--- src/rtl/stopwatch_ctrl.sv ---
// Stopwatch control FSM: gates the 100 Hz base tick while running, issues the
// one-cycle clear to the counter chain, and produces per-field add pulses
// (with hold-to-repeat) while the user is setting the time.
module stopwatch_ctrl #(
    parameter int CLK_FREQ      = 100_000_000,
    parameter int TICK_HZ       = 100,
    parameter int HOLD_CYCLES   = 50_000_000,
    parameter int REPEAT_CYCLES = 10_000_000
) (
    input  logic       clk,
    input  logic       reset,
    input  logic       btn_run_stop,
    input  logic       btn_clear,
    input  logic       btn_mode,
    input  logic       btn_sel,
    input  logic       btn_up,
    output logic       o_tick,
    output logic       o_clear,
    output logic [2:0] o_add,
    output logic [1:0] o_sel,
    output logic       o_run,
    output logic       o_set_mode
);

    localparam int DIV  = CLK_FREQ / TICK_HZ;
    localparam int PW   = (DIV > 1) ? $clog2(DIV) : 1;
    localparam int HMAX = (HOLD_CYCLES > REPEAT_CYCLES) ? HOLD_CYCLES : REPEAT_CYCLES;
    localparam int HW   = $clog2(HMAX + 1);

    localparam logic [PW-1:0] DIV_M1   = PW'(DIV - 1);
    localparam logic [HW-1:0] HOLD_LIM = HW'(HOLD_CYCLES);
    localparam logic [HW-1:0] REP_LIM  = HW'(REPEAT_CYCLES);

    typedef enum logic [1:0] {
        ST_STOP  = 2'd0,
        ST_RUN   = 2'd1,
        ST_CLEAR = 2'd2,
        ST_SET   = 2'd3
    } state_t;

    // Selected field (0 sec, 1 min, 2 hour) to one-hot add vector.
    function automatic logic [2:0] field_onehot(input logic [1:0] sel);
        logic [2:0] oh;
        case (sel)
            2'd0:    oh = 3'b001;
            2'd1:    oh = 3'b010;
            2'd2:    oh = 3'b100;
            default: oh = 3'b000;
        endcase
        return oh;
    endfunction

    state_t        state_q, state_d;
    logic [PW-1:0] presc_q, presc_d;
    logic [HW-1:0] hold_cnt_q, hold_cnt_d;
    logic          rep_q, rep_d;
    logic          up_prev_q, up_prev_d;
    logic [1:0]    sel_q, sel_d;
    logic          tick_q, tick_d;
    logic          clear_q, clear_d;
    logic [2:0]    add_q, add_d;
    logic          run_q, run_d;
    logic          set_mode_q, set_mode_d;

    logic          in_set_s;
    logic          up_rise_s;
    logic          hold_fire_s;
    logic [HW-1:0] hold_inc_s;
    logic [HW-1:0] hold_lim_s;

    // Next-state, prescaler, selection, hold-repeat and output decode.
    always_comb begin
        state_d     = state_q;
        presc_d     = presc_q;
        sel_d       = sel_q;
        hold_cnt_d  = hold_cnt_q;
        rep_d       = rep_q;
        up_prev_d   = btn_up;
        hold_fire_s = 1'b0;

        case (state_q)
            ST_STOP: begin
                if (btn_clear) begin
                    state_d = ST_CLEAR;
                end else if (btn_run_stop) begin
                    state_d = ST_RUN;
                end else if (btn_mode) begin
                    state_d = ST_SET;
                end else begin
                    state_d = ST_STOP;
                end
            end
            ST_RUN: begin
                if (btn_run_stop) begin
                    state_d = ST_STOP;
                end else begin
                    state_d = ST_RUN;
                end
            end
            ST_CLEAR: begin
                state_d = ST_STOP;
            end
            ST_SET: begin
                if (btn_clear) begin
                    state_d = ST_CLEAR;
                end else if (btn_mode) begin
                    state_d = ST_STOP;
                end else begin
                    state_d = ST_SET;
                end
            end
            default: begin
                state_d = ST_STOP;
            end
        endcase

        // Prescaler only advances in RUN; it keeps its phase across STOP/SET.
        if (state_q == ST_CLEAR) begin
            presc_d = {PW{1'b0}};
        end else if (state_q == ST_RUN) begin
            if (presc_q == DIV_M1) begin
                presc_d = {PW{1'b0}};
            end else begin
                presc_d = presc_q + PW'(1);
            end
        end else begin
            presc_d = presc_q;
        end

        // A stop arriving on the wrap cycle still lets that tick out.
        tick_d = (state_q == ST_RUN) && (presc_q == DIV_M1);

        in_set_s = (state_q == ST_SET);

        // Selection restarts at seconds on every entry into SET.
        if ((state_q != ST_SET) && (state_d == ST_SET)) begin
            sel_d = 2'd0;
        end else if (in_set_s && btn_sel) begin
            if (sel_q >= 2'd2) begin
                sel_d = 2'd0;
            end else begin
                sel_d = sel_q + 2'd1;
            end
        end else begin
            sel_d = sel_q;
        end

        up_rise_s  = in_set_s && btn_up && !up_prev_q;
        hold_inc_s = hold_cnt_q + HW'(1);
        hold_lim_s = rep_q ? REP_LIM : HOLD_LIM;

        // Hold counter: first pulse after HOLD_CYCLES, then every REPEAT_CYCLES.
        if (!in_set_s || !btn_up) begin
            hold_cnt_d = {HW{1'b0}};
            rep_d      = 1'b0;
        end else if (hold_inc_s == hold_lim_s) begin
            hold_fire_s = 1'b1;
            hold_cnt_d  = {HW{1'b0}};
            rep_d       = 1'b1;
        end else begin
            hold_cnt_d = hold_inc_s;
            rep_d      = rep_q;
        end

        // A field change restarts the hold timing; the current add still uses the old field.
        if (in_set_s && btn_sel) begin
            hold_cnt_d = {HW{1'b0}};
            rep_d      = 1'b0;
        end else begin
            hold_cnt_d = hold_cnt_d;
        end

        if ((up_rise_s || hold_fire_s) && (state_d == ST_SET)) begin
            add_d = field_onehot(sel_q);
        end else begin
            add_d = 3'b000;
        end

        clear_d    = (state_d == ST_CLEAR);
        run_d      = (state_d == ST_RUN);
        set_mode_d = (state_d == ST_SET);
    end

    // State register and registered outputs.
    always_ff @(posedge clk or negedge reset) begin
        if (!reset) begin
            state_q    <= ST_STOP;
            presc_q    <= {PW{1'b0}};
            hold_cnt_q <= {HW{1'b0}};
            rep_q      <= 1'b0;
            up_prev_q  <= 1'b0;
            sel_q      <= 2'd0;
            tick_q     <= 1'b0;
            clear_q    <= 1'b0;
            add_q      <= 3'b000;
            run_q      <= 1'b0;
            set_mode_q <= 1'b0;
        end else begin
            state_q    <= state_d;
            presc_q    <= presc_d;
            hold_cnt_q <= hold_cnt_d;
            rep_q      <= rep_d;
            up_prev_q  <= up_prev_d;
            sel_q      <= sel_d;
            tick_q     <= tick_d;
            clear_q    <= clear_d;
            add_q      <= add_d;
            run_q      <= run_d;
            set_mode_q <= set_mode_d;
        end
    end

    assign o_tick     = tick_q;
    assign o_clear    = clear_q;
    assign o_add      = add_q;
    assign o_sel      = sel_q;
    assign o_run      = run_q;
    assign o_set_mode = set_mode_q;

endmodule

--- config.mk ---
export PLATFORM = sky130hd
export DESIGN_NAME = stopwatch_ctrl
export DESIGN_NICKNAME = d
export VERILOG_FILES = /design/src/rtl/stopwatch_ctrl.sv
export SDC_FILE = /design/constraint.sdc
export NUM_CORES = 1
export LEC_CHECK = 0
export CAP_MARGIN = 20
export CORE_MARGIN = 2
export CORE_UTILIZATION = 65
export CTS_CLUSTER_SIZE = 40
export DETAILED_ROUTE_END_ITERATION = 6
export GPL_ROUTABILITY_DRIVEN = 0
export GPL_TIMING_DRIVEN = 0
export PLACE_DENSITY = 0.86
export SYNTH_ARGS = -nofsm -noshare
export SYNTH_HDL_FRONTEND = slang
export SYNTH_SLANG_ARGS = --single-unit
--- constraint.sdc ---
create_clock -name clk -period 6.8 [get_ports clk]
set_input_delay 1.02 -clock clk [delete_from_list [all_inputs] [get_ports clk]]
set_output_delay 1.02 -clock clk [all_outputs]
set_load 0.005 [all_outputs]
==> impl_metrics.py <==
metrics = {
    "run_status": {
        "outcome": "finished clean",
    },
    "timing": {
        "finalHoldViolCount": 0,
        "post-route-period-util": 0.521,
        "tns_ns": 0,
        "worst_pin_slew_ns": 0.897,
        "min_period_ns": 3.55,
        "grt_setup_unrepaired": "no",
        "fin_skew_ns": 0.00888,
        "fmax_mhz": 282,
        "finalSetupViolations": 0,
        "final.setup.worst_slack_ns": 3.25,
        "max-slew-margin-rel": 0.396,
        "slew_viol_final": 0,
    },
    "critical_path": {
        "reg2reg_depth": 9,
        "cp-start-kind": "flop",
        "cpMaxStageDelayCell": "or4_1",
        "worstPathCellList": "ha_1 > nand3_1 > or4_1 > nor4b_1 > o21ai_0 > a2111o_1 > a21oi_4 > buf_6 > nor3_1",
        "startpoint": "hold_cnt_q[0]$_DFF_PN0_",
        "cp-end-kind": "flop",
        "required_ns": 7.00,
        "rr_endpoint": "hold_cnt_q[13]$_DFF_PN0_",
        "worstPathArrival_ns": 3.74,
        "reg2reg_slack_ns": 3.25,
        "path_max_fanout": 10,
        "cp-endpoint": "hold_cnt_q[13]$_DFF_PN0_",
        "reg2reg_from": "hold_cnt_q[0]$_DFF_PN0_",
        "max_stage_delay_ns": 0.69,
        "path_class": "flop to flop",
    },
    "synth": {
        "synth_edf_count": 0,
        "syn_area_um2": 3360,
        "ys_ff_latch": 59,
        "netlist_instances": 366,
        "synth_cell_type_count": 56,
        "yosys_warnings": 0,
        "avgSynthCellArea_um2": 9.19,
        "async_reset_ff_frac": 1.00,
        "synth.net_count": 379,
        "ys_seq_area_frac": 0.439,
        "synth_top_flop_cell": "dfrtp_1",
    },
    "power": {
        "seqPwrFrac": 0.385,
        "pwr-share-clk": 0.372,
        "ir_drop_uv": 244,
        "combPwrFrac": 0.242,
        "p_leak_nw": 1.53,
        "p_int_mw": 0.726,
        "switching_power_mw": 0.333,
        "power_switching_share": 0.314,
        "power.total_mw": 1.06,
        "p_per_area_nw_per_um2": 274,
    },
    "layout": {
        "fin_util": 0.765,
        "nNetsFinal": 406,
        "syn_to_final_growth_pct": 14.7,
        "drive_gt1_frac": 0.0779,
        "n_antenna_cell": 0,
    },
    "drt": {
        "drtIter0Drc": 287,
        "num_vias": 3042,
        "wl_per_cell_um": 16.4,
        "drtPass1Iterations": 5,
        "drc": 0,
        "ant_nets": 0,
        "vias_per_cell": 6.50,
        "drt-total-wl_um": 7680,
    },
    "worst_hold_path": {
        "hp-class": "flop to flop",
    },
    "cts": {
        "clock_latency_ns": 0.34,
        "cts_root_buffer": "clkbuf_8",
        "clk_path_buf_depth": 2,
        "clk_pin_slew_ns": 0.07,
        "cts_tree": "done",
        "cts-resized-gates": 0,
        "cts_made_buffers": 9,
        "clock-sinks": 59,
        "cts_hold_buf": 0,
        "postCtsSetupBuffers": 0,
        "htree_levels": 3,
    },
    "global_route": {
        "gr-total-overflow": 0,
        "grt_pass1_wl_um": 13100,
        "grt_antenna_before_repair": 0,
        "grtUsageTotal": 0.280,
        "grt_pass1_vias": 2837,
        "grt_max_degree": 42,
    },
    "die": {
        "die_area_um2": 5770,
        "core_um2": 5040,
        "start_util": 0.667,
        "fp.dieW_um": 75.9,
        "std_cell_rows": 26,
        "pin_count": 16,
        "die-height_um": 75.9,
    },
    "job": {
        "drv_cap": 0,
    },
    "placement": {
        "hpwl_um": 5090,
        "port_buffers": 15,
        "place_ws_ns": 3.37,
    },
}
## cell type report
class,instances,area [um2]
tap,70,87.6
inverter,17,63.8
buffer,18,88.8
timing repair buffer,16,165
sequential,59,1480
fill,337,1180
clock inverter,5,100
multi-input combinational,272,1730
clock buffer,11,141
## cells in the final DEF (no fill, tap or decap), types with 3 or more instances in the layout
cell type,netlist,routed
and4_1,4,4
inv_1,17,17
o31ai_1,10,10
bufinv_16,0,3
xor2_1,7,7
mux2i_1,3,3
xnor2_1,12,12
nor4_1,8,8
dfrtp_1,59,59
nand2b_1,4,4
o21ai_0,24,24
nand3b_1,3,3
nand2_1,37,37
clkdlybuf4s50_1,0,14
o22ai_1,4,4
o21a_1,3,3
a211oi_1,3,3
a21oi_1,6,6
a31oi_1,4,4
nor2b_1,3,3
or4_1,3,3
nand4_1,11,11
nor3_1,27,27
ha_1,6,6
nor3b_1,6,6
and3_1,11,11
nor2_1,20,20
o41ai_1,3,3
a211o_1,3,3
buf_2,4,5
nand3_1,19,19
clkbuf_1,10,11
clkbuf_8,0,10
## worst max-delay path: cells and delay by family, from the launching register on
family	cells	cell delay (ns)
compound gates	3	0.95
flops	1	0.45
simple gates	4	1.53
fa+ha+maj	1	0.26
buf+inv	1	0.21
## registers in the layout, summed over array words and instances (netlist names)
register,cells
o_set_mode,1
presc_q,20
o_tick,1
o_clear,1
o_run,1
hold_cnt_q,26
up_prev_q,1
rep_q,1
state_q,2
o_sel,2
o_add,3
## cell usage after synthesis, types with 4 or more instances
master | n | share of area
dfrtp_1 | 59 | 0.44
ha_1 | 6 | 0.022
xor2_1 | 7 | 0.018
and4_1 | 4 | 0.010
o22ai_1 | 4 | 0.0074
xnor2_1 | 12 | 0.031
buf_2 | 4 | 0.0060
nor3b_1 | 6 | 0.013
clkbuf_1 | 10 | 0.011
nand2_1 | 37 | 0.041
nor4_1 | 8 | 0.015
nand4_1 | 11 | 0.020
inv_1 | 17 | 0.019
and3_1 | 11 | 0.020
nand3_1 | 19 | 0.028
nor3_1 | 27 | 0.040
o31ai_1 | 10 | 0.022
nor2_1 | 20 | 0.022
nand2b_1 | 4 | 0.0074
a31oi_1 | 4 | 0.0074
a21oi_1 | 6 | 0.0089
o21ai_0 | 24 | 0.036
## worst min path at each step
stage,from,end,slack (ns),cells after the start
2_1_floorplan,presc_q[17]$_DFFE_PN0P_,presc_q[17]$_DFFE_PN0P_,0.46,1
3_3_place_gp,presc_q[17]$_DFFE_PN0P_,presc_q[17]$_DFFE_PN0P_,0.49,1
3_5_place_dp,presc_q[11]$_DFFE_PN0P_,presc_q[11]$_DFFE_PN0P_,0.50,1
4_1_cts,presc_q[11]$_DFFE_PN0P_,presc_q[11]$_DFFE_PN0P_,0.51,1
5_1_grt,presc_q[17]$_DFFE_PN0P_,presc_q[17]$_DFFE_PN0P_,0.55,1
6_report,presc_q[11]$_DFFE_PN0P_,presc_q[11]$_DFFE_PN0P_,0.51,1
## stage by stage
step / hold slack, ns / cell area (um2) / instances
floorplan: 0.465 / 3360 / 366
global placement: 0.492 / 3600 / 451
detailed placement: 0.496 / 3620 / 452
CTS: 0.511 / 3860 / 468
global route: 0.548 / 3860 / 468
finish: 0.513 / 3860 / 468
## layer usage
metal | GRT usage | part of all wire | wire length [um]
met1 | 0.352 | 0.41 | 3130
met2 | 0.464 | 0.49 | 3780
met3 | 0.0595 | 0.063 | 487
met4 | 0.131 | 0.036 | 276
met5 | 0 | 0 | 0
## cells by family after synthesis
group           count (synthesis)  synth area share
xor+xnor                       19            0.0495
compound gates                 74             0.156
fa+ha+maj                       6            0.0223
flops                          59             0.439
mux                             4            0.0123
buf+inv                        35            0.0454
simple gates                  169             0.276
## power by group through the flow
stage | registers [mW] | logic [mW] | clock network, mW
finish | 0.408 | 0.256 | 0.394
global placement | 0.411 | 0.244 | 0
global route | 0.412 | 0.284 | 0.413
floorplan | 0.409 | 0.160 | 0
detailed placement | 0.413 | 0.253 | 0
CTS | 0.407 | 0.255 | 0.395
Power figures use the tool's default switching activity.
